File: config.mk
export PLATFORM = sky130hd
export DESIGN_NAME = instr_sequencer
export DESIGN_NICKNAME = d
export VERILOG_FILES = /design/src/rtl/seq_pkg.sv /design/src/rtl/instr_decoder.sv /design/src/rtl/instr_sequencer.sv
export SDC_FILE = /design/constraint.sdc
export NUM_CORES = 1
export LEC_CHECK = 0
export ABC_CLOCK_PERIOD_IN_PS = 1900
export BUFFER_PORTS_ARGS = -buffer_cell sky130_fd_sc_hd__buf_2
export CAP_MARGIN = 20
export CORE_ASPECT_RATIO = 1.4
export CORE_MARGIN = 3
export CORE_UTILIZATION = 53
export DETAILED_ROUTE_END_ITERATION = 10
export HOLD_SLACK_MARGIN = 0.15
export PLACE_DENSITY = 0.88
export SYNTH_ARGS = -nofsm -noshare
export SYNTH_HDL_FRONTEND = slang
export SYNTH_SLANG_ARGS = --single-unit
export TNS_END_PERCENT = 20
File: constraint.sdc
create_clock -name CLK -period 1.9 [get_ports CLK]
set_input_delay 0.095 -clock CLK [delete_from_list [all_inputs] [get_ports CLK]]
set_output_delay 0.095 -clock CLK [all_outputs]
set_load 0.1 [all_outputs]
File: src/rtl/seq_pkg.sv
// Shared types and constants for the instruction sequencer: FSM states,
// opcode values, instruction field positions and register-address width.
package seq_pkg;

  typedef enum logic [2:0] {
    IDLE   = 3'd0,
    FETCH  = 3'd1,
    DECODE = 3'd2,
    READ   = 3'd3,
    EXEC   = 3'd4,
    WB     = 3'd5,
    HALT   = 3'd6
  } state_t;

  localparam int RA_W  = 3;
  localparam int OPC_W = 4;

  localparam logic [OPC_W-1:0] OP_NOP  = 4'h0;
  localparam logic [OPC_W-1:0] OP_HALT = 4'hF;

  // Field LSB positions; the low three bits below RS2 carry nothing.
  localparam int OPC_LSB = 12;
  localparam int RD_LSB  = 9;
  localparam int RS1_LSB = 6;
  localparam int RS2_LSB = 3;

endpackage

File: src/rtl/instr_decoder.sv
// Combinational instruction decoder: splits IR into register fields and
// classifies the opcode as NOP, HALT, ALU (0x1..0x7) or illegal (0x8..0xE).
module instr_decoder
  import seq_pkg::*;
#(
  parameter int IR_W = 16
) (
  input  logic [IR_W-1:0] ir,
  output logic [RA_W-1:0] rd,
  output logic [RA_W-1:0] rs1,
  output logic [RA_W-1:0] rs2,
  output logic [2:0]      alu_op,
  output logic            is_nop,
  output logic            is_halt,
  output logic            is_alu,
  output logic            is_illegal
);

  logic [OPC_W-1:0] opcode;
  logic             unused_low;

  assign opcode     = ir[OPC_LSB +: OPC_W];
  assign rd         = ir[RD_LSB +: RA_W];
  assign rs1        = ir[RS1_LSB +: RA_W];
  assign rs2        = ir[RS2_LSB +: RA_W];
  assign alu_op     = opcode[2:0];
  assign unused_low = ^ir[RS2_LSB-1:0];

  assign is_nop     = (opcode == OP_NOP);
  assign is_halt    = (opcode == OP_HALT);
  assign is_alu     = !opcode[3] && !is_nop;
  assign is_illegal = opcode[3] && !is_halt;

endmodule

File: src/rtl/instr_sequencer.sv
// Multi-cycle instruction sequencer: FETCH/DECODE/READ/EXEC/WB over an
// imem handshake and an ALU valid/ready handshake. SEQ_RESTART_EN lets start
// leave HALT; without it HALT is absorbing until RST.
module instr_sequencer
  import seq_pkg::*;
#(
  parameter int PC_W = 8,
  parameter int IR_W = 16
) (
  input  logic            CLK,
  input  logic            RST,
  input  logic            start,
  output logic            imem_req,
  output logic [PC_W-1:0] imem_addr,
  input  logic            imem_ack,
  input  logic [IR_W-1:0] imem_data,
  output logic [RA_W-1:0] rf_a1,
  output logic [RA_W-1:0] rf_a2,
  output logic            rf_we,
  output logic [RA_W-1:0] rf_wa,
  output logic [2:0]      alu_op,
  output logic            alu_valid,
  input  logic            alu_ready,
  output logic            busy,
  output logic            halted,
  output logic            illegal,
  output logic [7:0]      retired,
  output state_t          state_dbg
);

  // Handshakes: a request (imem_req / alu_valid) rises with entry to its
  // state and its payload stays constant until the acknowledge (imem_ack /
  // alu_ready) is sampled high on a rising CLK edge; acks elsewhere are ignored.

  state_t            state;
  logic [PC_W-1:0]   pc;
  logic [IR_W-1:0]   ir;
  logic [RA_W-1:0]   d_rd, d_rs1, d_rs2;
  logic [2:0]        d_alu_op;
  logic              d_is_nop, d_is_halt, d_is_alu, d_is_illegal;
  logic              in_window;

  instr_decoder #(.IR_W(IR_W)) u_dec (
    .ir         (ir),
    .rd         (d_rd),
    .rs1        (d_rs1),
    .rs2        (d_rs2),
    .alu_op     (d_alu_op),
    .is_nop     (d_is_nop),
    .is_halt    (d_is_halt),
    .is_alu     (d_is_alu),
    .is_illegal (d_is_illegal)
  );

  assign in_window = (state == DECODE) || (state == READ) ||
                     (state == EXEC)   || (state == WB);
  assign rf_a1     = in_window ? d_rs1 : '0;
  assign rf_a2     = in_window ? d_rs2 : '0;
  assign imem_addr = pc;
  assign state_dbg = state;

  always_ff @(posedge CLK or posedge RST) begin
    if (RST) begin
      state     <= IDLE;
      pc        <= '0;
      ir        <= '0;
      retired   <= '0;
      imem_req  <= 1'b0;
      alu_valid <= 1'b0;
      alu_op    <= '0;
      rf_we     <= 1'b0;
      rf_wa     <= '0;
      busy      <= 1'b0;
      halted    <= 1'b0;
      illegal   <= 1'b0;
    end else begin
      case (state)
        IDLE: if (start) begin
          pc       <= '0;
          retired  <= '0;
          imem_req <= 1'b1;
          busy     <= 1'b1;
          state    <= FETCH;
        end
        FETCH: if (imem_ack) begin
          ir       <= imem_data;
          imem_req <= 1'b0;
          state    <= DECODE;
        end
        DECODE: begin
          if (d_is_halt) begin
            busy   <= 1'b0;
            halted <= 1'b1;
            state  <= HALT;
          end else if (d_is_alu) begin
            state <= READ;
          end else begin
            // NOP and illegal opcodes both retire without touching the RF.
            illegal  <= illegal | (d_is_illegal & ~d_is_nop);
            pc       <= pc + PC_W'(1);
            retired  <= retired + 8'd1;
            imem_req <= 1'b1;
            state    <= FETCH;
          end
        end
        READ: begin
          alu_valid <= 1'b1;
          alu_op    <= d_alu_op;
          state     <= EXEC;
        end
        EXEC: if (alu_ready) begin
          alu_valid <= 1'b0;
          alu_op    <= '0;
          rf_we     <= 1'b1;
          rf_wa     <= d_rd;
          state     <= WB;
        end
        WB: begin
          rf_we    <= 1'b0;
          rf_wa    <= '0;
          pc       <= pc + PC_W'(1);
          retired  <= retired + 8'd1;
          imem_req <= 1'b1;
          state    <= FETCH;
        end
        HALT: begin
`ifdef SEQ_RESTART_EN
          if (start) begin
            halted   <= 1'b0;
            illegal  <= 1'b0;
            pc       <= '0;
            retired  <= '0;
            imem_req <= 1'b1;
            busy     <= 1'b1;
            state    <= FETCH;
          end
`else
          state <= HALT;
`endif
        end
        default: state <= IDLE;
      endcase
    end
  end

endmodule

==> impl_metrics.yaml <==
cts:
  cts.htree.levels: 2
  clock_latency_ns: 0.30
  cts_tree: "yes"
  clock_tree.root_cell: "clkbuf_8"
  cts.clk_slew.worst_paths_ns: 0.08
  numCtsBuffers: 5
  cts.sinks: 44
  clk_path_buf_depth: 2
grt:
  grtUsageMet3_pct: 3.85
  busiest_layer: "met2"
  grt_overflow: 0
  grt_use_met1_pct: 29.2
  antenna_found_initial: 0
  grt.total_usage_pct: 25.2
  grt_pass1_vias: 2086
  met2_usage_pct: 44.6
  grt_pass1_wl_mm: 9.99
  grt_max_degree: 24
job:
  maxCapViolCount: 0
setup_path:
  cp-start-kind: "flip-flop"
  slowest_stage: "dfrtp_4"
  cp_num_buf_inv: 2
  crit_chain: "buf_4 -> xor2_2 -> and2_2 -> buf_12"
  arrival_ns: 1.71
  path_max_fanout: 8
  cp_top_family: "flip-flops"
  cpPeakStageDelay_ns: 0.53
  crit_type: "flip-flop to output pin"
  critPathCaptureType: "output pin"
  crit_required_ns: 1.80
sta:
  rsz0062_at_grt: "no"
  hold_ws_ns: 0.178
  fmax_ghz: 0.554
  fin_ws_ns: 0.0955
  setup_viol: 0
  slew_headroom_pct: 61.5
  tightest_slew_ns: 0.576
  slew_viol_final: 0
  final_hold_viol_count: 0
  fin_crit_ns: 1.80
  finalClockSkew_ns: 0.00771
  fin_crit_sh_pct: 95.0
logic_synthesis:
  yosys.cell_types.count: 48
  synthMuxAreaShare_pct: 7.14
  synth_seq_cells: 44
  synthFlopType: "dfrtp_1"
  yosysTopAreaCell: "dfrtp_1"
  synth.avg_cell_area_um2: 10.1
  synth_top_family_by_area: "simple AND/OR/NAND/NOR gates"
  synthXorXnorAreaFrac_pct: 0.379
  synthTopCellsByArea: "dfrtp_1 (48%), mux2_2 (5.8%), nand3_1 (3.2%)"
  async_reset_ff_share_pct: 100
  synth_compound_area_share_pct: 17.0
  synth-edff-count: 0
  syn_nets: 252
  syn-cell-area_um2: 2310
  yosys.area.top_type_share_pct: 47.6
  synth_warnings: 0
  ys_seq_area_share_pct: 47.6
  synthAdderAreaFrac_pct: 1.08
  synthCells: 229
  synthSimpleGateAreaFrac_pct: 22.9
place:
  portBuffers: 54
  post-place-ws_ns: 0.0693
  dpl.hpwl_mm: 4.13
  place.gp.congestion: 0.883
die:
  die_height_um: 84.2
  rows: 27
  dieArea_um2: 5200
  io_pins: 58
  die_w_um: 61.8
  initial_core_util_pct: 57.0
  coreArea_um2: 4050
finish:
  fin_nets: 331
  drive_above_1_share_pct: 36.6
  nFillCells: 266
  diodes: 0
  fin_util_pct: 77.1
  syn_to_final_growth_pct: 35.2
detailed_routing:
  viasPerCell: 6.06
  routed_wl_mm: 6.03
  drc: 0
  ant_nets: 0
  post_drt_wl_per_cell_um: 17.1
  dr.first_iter.drc_count: 88
  first_pass_iters: 4
  vias: 2133
run_status:
  outcome: "finished clean"
worst_hold_path:
  hold_class: "input pin to flip-flop"
==> worst min-delay path, stage by stage <==
cell and delay [ns]:
buf_2 0.11, a21oi_1 0.07, o22ai_1 0.15
==> cells in the final DEF (no fill, tap or decap), types with 2 or more instances in the layout <==
cell type / Yosys / layout
o21ai_0: 9 / 9
mux2i_1: 3 / 3
a211oi_1: 4 / 4
buf_2: 5 / 48
inv_1: 5 / 4
nor3_1: 11 / 11
nand4_1: 9 / 9
and2_2: 0 / 6
clkbuf_8: 0 / 5
o22ai_1: 5 / 5
a21o_1: 2 / 2
dfrtp_2: 0 / 5
nand3_1: 15 / 15
nor2b_1: 2 / 2
nor4_1: 4 / 4
ha_1: 2 / 2
nand2b_1: 5 / 4
a21oi_1: 10 / 10
buf_12: 0 / 7
buf_4: 1 / 16
dfrtp_1: 44 / 36
dfrtp_4: 0 / 3
nor2_1: 11 / 11
and3_1: 5 / 5
dlygate4sd3_1: 0 / 15
mux2_2: 12 / 12
nand2_1: 16 / 16
and4_1: 2 / 2
nand3b_1: 5 / 5
a311o_1: 4 / 4
a22o_1: 2 / 2
o211ai_1: 3 / 3
==> metrics by stage <==
stage	TNS, ns	instances	area, um2
global placement	0	329	2850
global route	0	352	3130
finish	0	352	3130
CTS	0	352	3130
detailed placement	0	329	2850
floorplan	-0.0123	229	2360
==> logic make-up (layout without fill, tap and decap cells) <==
| kind of cell | after synthesis | in the layout |
|---|---|---|
| fa+ha+maj | 2 | 2 |
| mux | 15 | 15 |
| compound gates | 52 | 52 |
| flops | 44 | 44 |
| simple gates | 96 | 96 |
| buf+inv | 19 | 99 |
| xor+xnor | 1 | 1 |
==> per-layer routing <==
metal,vias to the layer above,part of all wire (%),wire length (um)
met5,-,0,0
met4,0,2.2,131
met3,13,4.6,277
met2,78,55,3300
met1,1027,38,2320
li1,1015,-,-
==> final cells by class <==
cell class / count / area [um2] / area share (%)
inverter: 5 / 18.8 / 0.600
sequential: 44 / 1120 / 35.8
clock buffer: 5 / 68.8 / 2.20
timing repair buffer: 86 / 651 / 20.8
multi-input combinational: 166 / 1170 / 37.4
tap: 43 / 53.8 / 1.72
clock inverter: 3 / 46.3 / 1.48
==> synthesized netlist by cell type, drive strengths merged, types with 6 or more instances <==
library cell and n:
dfrtp 44, nand2 16, nand3 15, mux2 12
nor2 11, nor3 11, a21oi 10, nand4 9
o21ai 9, buf 8, and2 7, clkbuf 6
==> registers in the layout, summed over array words and instances, names as in the netlist <==
register   count
imem_req       1
alu_op         3
imem_addr      8
rf_wa          3
alu_valid      1
illegal        1
halted         1
busy           1
retired        8
ir            13
rf_we          1
state_dbg      3
==> timing repair <==
item	CTS	global route
gates resized for setup	1	1
endpoints found under the hold margin	58	0
endpoints found under the setup margin	1	4
pin swaps	0	1
gates cloned	0	0
setup buffers	0	0
hold buffers	15	0
==> final timing paths <==
kind,endpoint,from,cells after the start,slack [ns]
worst min register to register,illegal$_DFFE_PP0P_,illegal$_DFFE_PP0P_,1,0.46
worst min-delay path,state_dbg[0]$_DFFE_PP0P_,start,3,0.18
max in group asynchronous,alu_valid$_DFFE_PP0P_,RST,4,1.04
min in group asynchronous,retired[0]$_DFFE_PP0P_,RST,3,0.27
worst max register to register,imem_addr[7]$_DFFE_PP0P_,ir[14]$_DFFE_PP0P_,4,0.11
worst max-delay path,rf_a2[0],state_dbg[2]$_DFFE_PP0P_,4,0.1
Power is left out: the tool's default activity adds up to more than one toggle a clock period on the data nets, which glitch-free logic cannot reach.
